$ cat src/rtl/edge_event_arbiter.sv
// rtl/edge_event_arbiter.sv - rising-edge event latch with round-robin valid/ready delivery
// Pending events are offered one at a time; lost (coalesced) events raise sticky per-channel ovf flags.
module edge_event_arbiter #(
    parameter int  N_CH  = 4,
    parameter int  CNT_W = 8,
    localparam int CH_W  = $clog2(N_CH)
) (
    input  logic             clk,
    input  logic             rst,
    input  logic [N_CH-1:0]  trigger,
    output logic             evt_valid,
    output logic [CH_W-1:0]  evt_ch,
    input  logic             evt_ready,
    output logic [N_CH-1:0]  ovf,
    input  logic             ovf_clr,
    output logic [CNT_W-1:0] evt_count
);

    typedef enum logic {IDLE, OFFER} state_t;

    state_t            state;
    state_t            next_state;
    logic [N_CH-1:0]   trig_prev;
    logic [N_CH-1:0]   pending;
    logic [N_CH-1:0]   rise;
    logic [N_CH-1:0]   acc_vec;
    logic [CH_W-1:0]   ptr;
    logic [CH_W-1:0]   ptr_inc;
    logic              accept;
    logic              load_ch;
    logic [N_CH-1:0]   arb_cand;
    logic [CH_W-1:0]   arb_base;
    logic [CH_W-1:0]   arb_win;
    logic              arb_found;

    assign rise    = trigger & ~trig_prev;
    assign accept  = (state == OFFER) && evt_ready;
    assign ptr_inc = (evt_ch == CH_W'(N_CH - 1)) ? '0 : evt_ch + CH_W'(1);

    always_comb begin
        acc_vec = '0;
        if (accept) begin
            acc_vec[evt_ch] = 1'b1;
        end
    end

    // Accept-cycle search uses the registered pending set minus the accepted channel,
    // starting just past it, so same-cycle rises never steal the back-to-back slot.
    always_comb begin
        int idx;
        idx       = 0;
        arb_found = 1'b0;
        arb_win   = '0;
        arb_cand  = (state == OFFER) ? (pending & ~acc_vec) : pending;
        arb_base  = (state == OFFER) ? ptr_inc : ptr;
        for (int k = 0; k < N_CH; k++) begin
            idx = int'(arb_base) + k;
            if (idx >= N_CH) begin
                idx = idx - N_CH;
            end
            if (!arb_found && arb_cand[idx[CH_W-1:0]]) begin
                arb_found = 1'b1;
                arb_win   = idx[CH_W-1:0];
            end
        end
    end

    always_ff @(posedge clk or posedge rst) begin
        if (rst) begin
            state <= IDLE;
        end else begin
            state <= next_state;
        end
    end

    always_comb begin
        next_state = state;
        load_ch    = 1'b0;
        case (state)
            IDLE: begin
                if (|pending) begin
                    next_state = OFFER;
                    load_ch    = 1'b1;
                end
            end
            OFFER: begin
                if (evt_ready) begin
                    if (arb_found) begin
                        load_ch = 1'b1;
                    end else begin
                        next_state = IDLE;
                    end
                end
            end
            default: next_state = IDLE;
        endcase
    end

    always_comb begin
        evt_valid = (state == OFFER);
    end

    always_ff @(posedge clk or posedge rst) begin
        if (rst) begin
            trig_prev <= '0;
            pending   <= '0;
            ovf       <= '0;
            evt_ch    <= '0;
            ptr       <= '0;
            evt_count <= '0;
        end else begin
            trig_prev <= trigger;
            pending   <= (pending & ~acc_vec) | rise;
            // A rise on an already pending, not-being-accepted channel merges into it.
            ovf       <= (ovf_clr ? '0 : ovf) | (rise & pending & ~acc_vec);
            if (load_ch) begin
                evt_ch <= arb_win;
            end
            if (accept) begin
                ptr       <= ptr_inc;
                evt_count <= evt_count + CNT_W'(1);
            end
        end
    end

endmodule

$ cat config.mk
export PLATFORM = sky130hd
export DESIGN_NAME = edge_event_arbiter
export DESIGN_NICKNAME = d
export VERILOG_FILES = /design/src/rtl/edge_event_arbiter.sv
export SDC_FILE = /design/constraint.sdc
export NUM_CORES = 1
export LEC_CHECK = 0
export CAP_MARGIN = 40
export CORE_ASPECT_RATIO = 1.75
export CORE_MARGIN = 3
export CORE_UTILIZATION = 31
export CTS_CLUSTER_DIAMETER = 100
export DETAILED_ROUTE_END_ITERATION = 8
export GPL_TIMING_DRIVEN = 0
export MAX_ROUTING_LAYER = met4
export PLACE_DENSITY = 0.5
export SYNTH_ARGS = -nofsm -noshare
export SYNTH_HDL_FRONTEND = slang
export SYNTH_SLANG_ARGS = --single-unit
$ cat constraint.sdc
create_clock -name clk -period 1.58 [get_ports clk]
set_input_delay 0.474 -clock clk [delete_from_list [all_inputs] [get_ports clk]]
set_output_delay 0.474 -clock clk [all_outputs]
set_load 0.01 [all_outputs]
==> flow_metrics.py <==
metrics = {
    "power": {
        "p_leak_uw": 0.0008432,
        "cellInternalPower_uw": 1968,
        "max-vdd-ir-drop_mv": 0.8493,
        "power-per-cell-area_mw_per_mm2": 1789,
        "switching_part_of_the_total": 0.3858,
        "clock_power_share": 0.119,
        "totalPowerFinal_uw": 3204,
        "net-switching-power_uw": 1236,
        "pwr-share-comb": 0.548,
        "power_share_of_the_sequential_group": 0.332,
    },
    "cells_and_area": {
        "final_std_cells_w_o_fill": 200,
        "final_layout_size_suffix_gt1_frac": 0.3701,
        "design_area_mm2": 0.001790,
        "utilization": 0.4934,
        "area_growth_pct": 52.56,
        "multi_input_area_um2": 615.6,
        "sequential_cell_area_um2": 628.1,
        "num_antenna_cells": 0,
        "nets_final": 168,
        "filler_cell_count": 356,
    },
    "yosys": {
        "yosys_warnings": 0,
        "seq_area_frac_synth": 0.5330,
        "synth_most_common_cell": "dfrtp_1",
        "postSynthCellCount": 106,
        "synthDominantCellAreaShare": 0.5330,
        "post_synth_most_frequent_cells": "dfrtp_1, nand2_1, inv_1",
        "number_of_flops_mapped_to_enable_cells_by_yosys": 0,
        "dominantRegCellSynth": "dfrtp_1",
        "syn_area_per_cell_um2": 11.07,
        "netlist.top_cell.by_area": "dfrtp_1",
        "synth_fp_nets": 119,
        "ys_top_cells_by_area": "dfrtp_1, nand2_1, ha_1",
        "ys_seq_elements": 25,
        "postSynth.asyncResetShare": 1.000,
        "post_synth_num_cell_types": 30,
        "post_synthesis_cell_area_mm2": 0.001174,
    },
    "sta": {
        "finalCriticalPeriod_ps": 1730,
        "layout_worst_path_cycle_share": 1.095,
        "max_freq_ghz": 0.5781,
        "timing.max_slew.rel_slack": 0.6639,
        "postLayoutSetupSlackWorst_ps": -149.7,
        "setup-violations-final": 2,
        "grt_setup_unrepaired": "yes",
        "hold_viol": 0,
        "fin_skew_ps": 5.489,
        "report.final.slew_viol_count": 0,
        "timing_worst_slew_pin_value_ps": 503.6,
    },
    "worst_setup_path": {
        "critical-path-slowest-cell": "dfrtp_2",
        "critPathLaunchType": "register",
        "worst_path_required_ps": 1740,
        "timing.critical_path.slowest_cell_delay_ps": 470,
        "timing.critical_path.to_type": "register",
        "critical_path_buf_inv_count": 2,
        "crit_path_cell_trace": "inv_4 -> ha_4 -> mux2_4 -> buf_4 -> a2bb2oi_2 -> mux2_4",
        "cp.arrival_ps": 1890,
        "worstSetupPathType": "reg -> reg",
        "critical_path.most_common_cell": "mux2_4",
        "critical-path-top-delay-family": "multiplexers",
        "max_fanout_on_critical_path": 5,
    },
    "global_route": {
        "overflow": 0,
        "first_global_vias": 989,
        "grt_first_pass_wirelength_um": 4698,
        "grt_use_total": 0.1393,
        "antenna_found_initial": 0,
        "grt_start_max_net_pins": 15,
    },
    "drt": {
        "drt_first_pass_iters": 3,
        "route.top_layer_used": "met4",
        "met3_wirelength_um": 100,
        "route.detailed.wl_per_inst_um": 13.74,
        "route.detailed.vias_per_inst": 4.720,
        "routed-via-count": 944,
        "total_detailed_routing_wirelength_um": 2747,
        "wl_met2_um": 1586,
        "route.layer.met1.wl_um": 1012,
        "drt.antenna.violating_nets": 0,
        "detail_route.iter0.violations": 16,
        "post-route-drc-count": 0,
    },
    "placement": {
        "gp_routability_congestion": 0.7980,
        "port-buffer-count": 22,
        "dpl_cell_area_mm2": 0.001490,
        "detailed_place_hpwl_um": 1866,
        "numPlacedInstances": 175,
    },
    "die": {
        "floorplan.die.height_um": 87.40,
        "fp.coreArea_mm2": 0.003628,
        "die_outline_area_mm2": 0.004589,
        "die_width_um": 52.51,
        "initial_core_util": 0.3234,
        "floorplan.io_pins": 23,
        "placement_rows": 29,
    },
    "clock_network": {
        "clkTransAtPathRegs_ps": 90,
        "clk_path_buf_depth": 2,
        "tritoncts_clock_tree": "yes",
        "holdBufCountCts": 0,
        "htree_levels": 1,
        "cts_root_buffer": "clkbuf_8",
        "numClockSinks": 25,
        "insertion_delay_ps": 270,
        "numCtsBuffers": 3,
    },
    "status": {
        "run_status": "complete, but fails checks",
        "failed_checks": "negative setup slack",
    },
    "flow_run": {
        "max_cap_violations": 0,
    },
    "hold_path": {
        "worst_hold_path_type": "reg -> reg",
    },
}
## flip-flops by register name, summed over array words and instances (netlist names)
name       flops
evt_ch         2
evt_count      8
evt_valid      1
ovf            4
pending        4
ptr            2
trig_prev      4
## through the flow
stage | hold slack (ps) | TNS [ps] | setup slack, ps
after floorplan | 445.9 | -97.90 | -97.90
after global placement | 470.2 | -6318 | -745.8
after detailed placement | 473.7 | -4505 | -739.0
after CTS | 486.5 | -291.5 | -178.9
after global routing | 514.4 | -441.1 | -214.4
final | 488.6 | -246.4 | -149.7
## worst paths after layout
path | startpoint | end | slack, ps | cells after the start
worst max-delay path | evt_ch[0] | evt_ch[1] | -150 | 6
worst min-delay path | evt_count[7] | evt_count[7] | 490 | 1
worst max register to register | evt_ch[0] | evt_ch[1] | -150 | 6
worst min register to register | evt_count[7] | evt_count[7] | 490 | 1
max in group asynchronous | rst | evt_ch[1] | 580 | 3
min in group asynchronous | rst | pending[3] | 520 | 2
## routing by layer
metal,GRT usage,vias to the layer above
met5,-,-
met4,0.06512,0
met3,0.01201,5
met2,0.2466,23
met1,0.1515,460
li1,-,456
## what timing repair did
item                                    CTS  global route
pin swaps                                 7            10
endpoints found under the hold margin     0             0
endpoints found under the setup margin   20             4
gates resized for setup                  29            15
buffers inserted                         16             5
## area by class of cell
class                           instances  share of cell area
Inverter                                8             0.01957
Clock inverter                          1            0.002795
Sequential cell                        25              0.3508
Timing Repair Buffer                   44              0.2131
Clock buffer                            3             0.02306
Buffer                                  2             0.01468
Multi-Input combinational cell         71              0.3438
Tap cell                               46             0.03215
## cell families (layout without fill, tap and decap cells)
kind of cell	after synthesis	count (layout)	share of synthesized area
AOI/OAI and AO/OA	17	17	0.1119
xor gates and xnor gates	7	7	0.05224
adders and majority gates	5	5	0.05330
buffers and inverters	10	58	0.04797
DFF	25	25	0.5330
muxes	6	6	0.05757
and+or+nand+nor	36	36	0.1439
## cell usage in the layout (no fill, tap or decap), types with 2 or more instances in the layout
master,count
nand2_1,18
dlygate4sd2_1,14
dfrtp_1,23
dfrtp_2,2
clkdlybuf4s50_1,6
mux2i_1,2
nand4_1,2
buf_4,20
buf_8,2
mux2_4,2
nor2_1,4
xor2_1,2
inv_4,2
ha_4,3
clkbuf_8,3
nand2b_1,4
buf_6,3
xnor2_1,4
and2_4,2
nand3_2,2
a21oi_2,2
inv_1,6
o22ai_1,4
## power by group through the flow
stage / clock network (uW) / registers (uW) / logic (uW)
after floorplan: 0 / 1110 / 784
after global placement: 0 / 1080 / 1300
after detailed placement: 0 / 1090 / 1320
after CTS: 393 / 1030 / 1580
after global routing: 424 / 1100 / 1930
final: 382 / 1060 / 1760
(Power assumes the default switching activity.)
==> RTL edit, RTL diff (config.mk and constraints unchanged) <==
Make the reset (`rst`) synchronous in 2 clocked blocks.
--- a/src/rtl/edge_event_arbiter.sv
+++ b/src/rtl/edge_event_arbiter.sv
@@ -65,7 +65,7 @@
         end
     end
 
-    always_ff @(posedge clk or posedge rst) begin
+    always_ff @(posedge clk) begin
         if (rst) begin
             state <= IDLE;
         end else begin
@@ -100,7 +100,7 @@
         evt_valid = (state == OFFER);
     end
 
-    always_ff @(posedge clk or posedge rst) begin
+    always_ff @(posedge clk) begin
         if (rst) begin
             trig_prev <= '0;
             pending   <= '0;
Check against the original RTL: differs if rst is asserted again (counterexample within 4 cycles, from zero or initial values and one cycle with rst high); with rst held inactive, the same outputs for 10 cycles.
==> RTL edit against the unedited design <==
The flow still finishes with violations (negative setup slack). Critical path type unchanged. Count of clock-buffer cells in the layout grew 1. Area after synthesis grew 1.3%. Sequential share of layout area decreased by 2.6 points. Cell area fell by 12%. Core utilization decreased by 6.4 points. Wire length grew 10%. Setup slack got worse by 0.094 ns. Highest routed layer unchanged. Sequential cell count unchanged. Hold slack got worse by 0.012 ns.
Power is not compared: it rests on default switching activity, and its combinational part moved more than twofold at a synthesized area within 25%.
==> RTL edit: results (changes against the unedited design) <==
* R2R Setup Slk at -0.24 ns (was -0.15 ns)
* Met2 usage in global routing at 24.8% (was 24.7%)
* Syn Inst Count at 136 (was 106)
* Final setup viols at 3 (was 2)
* Vias in the first global route at 1,131 (was 989)
* GR Util All Layers at 14.8% (was 13.9%)
* Family with the most delay on the worst path: compound AO/OA/AOI/OAI gates (was multiplexers)
* Via density at 5.22 (was 4.72)
* Fraction of registers with async set/reset at 0% (was 100%)
* Final non-filler cell total at 213 (was 200)
* Arrival @ worst endpoint at 2.00 ns (was 1.89 ns)
* DRT Wirelength at 3.02 mm (was 2.75 mm)
* HP Start: ptr[0] (was evt_count[7])
* Seq/Total Area, Yosys at 42.1% (was 53.3%)
* Post-Syn Nets at 149 (was 119)
* Status: finished, violations left (unchanged)
* HPWL Detailed at 2.29 mm (was 1.87 mm)
* DRT Pass-1 Iters at 4 (was 3)
* Final worst slack at -0.243 ns (was -0.150 ns)
* Crit path largest cell delay at 0.38 ns (was 0.47 ns)
* WL met3 at 73 µm (was 100 µm)
* Layout cells sized above 1 at 15.6% (was 37.0%)
* Distinct cells, synth at 37 (was 30)
* Failing checks: negative setup slack (unchanged)
* Cells after DPL at 204 (was 175)
## RTL edit: cell types whose count changed in the layout (fill, tap and decap cells not counted), sizes merged, moves of 3 or more
cell    unedited run  this run
dfrtp             25         0
dfxtp              0        25
buf               25         7
nor2               5        13
a21oi              3        10
clkbuf             3         7
nor2b              0         4
xnor2              5         1
xor2               2         6
mux2i              3         0
o22ai              4         1
## RTL edit: where the power goes
part | leakage [nW] | switching [mW] | internal, mW
logic | 0.452 | 0.185 | 0.182
clock network | 0.0228 | 0.197 | 0.180
registers | 0.207 | 0.0345 | 0.669
total | 0.683 | 0.416 | 1.03
## RTL edit: area by class of cell
cell class	count	area, µm²
multi-input cells	98	668
plain buffers	4	20.0
flip-flops and latches	25	510
inverters	9	36.3
repair buffers	27	235
well taps	46	57.6
clock buffers	4	45.0
fillers	382	2090
## RTL edit: timing repair
action	4_1_cts	5_1_grt
cloned	0	0
pin swaps	1	1
setup buffers	5	0
endpoints found under the hold margin	0	0
hold buffers	0	0
setup endpoints to repair	27	4
resized for setup	19	6
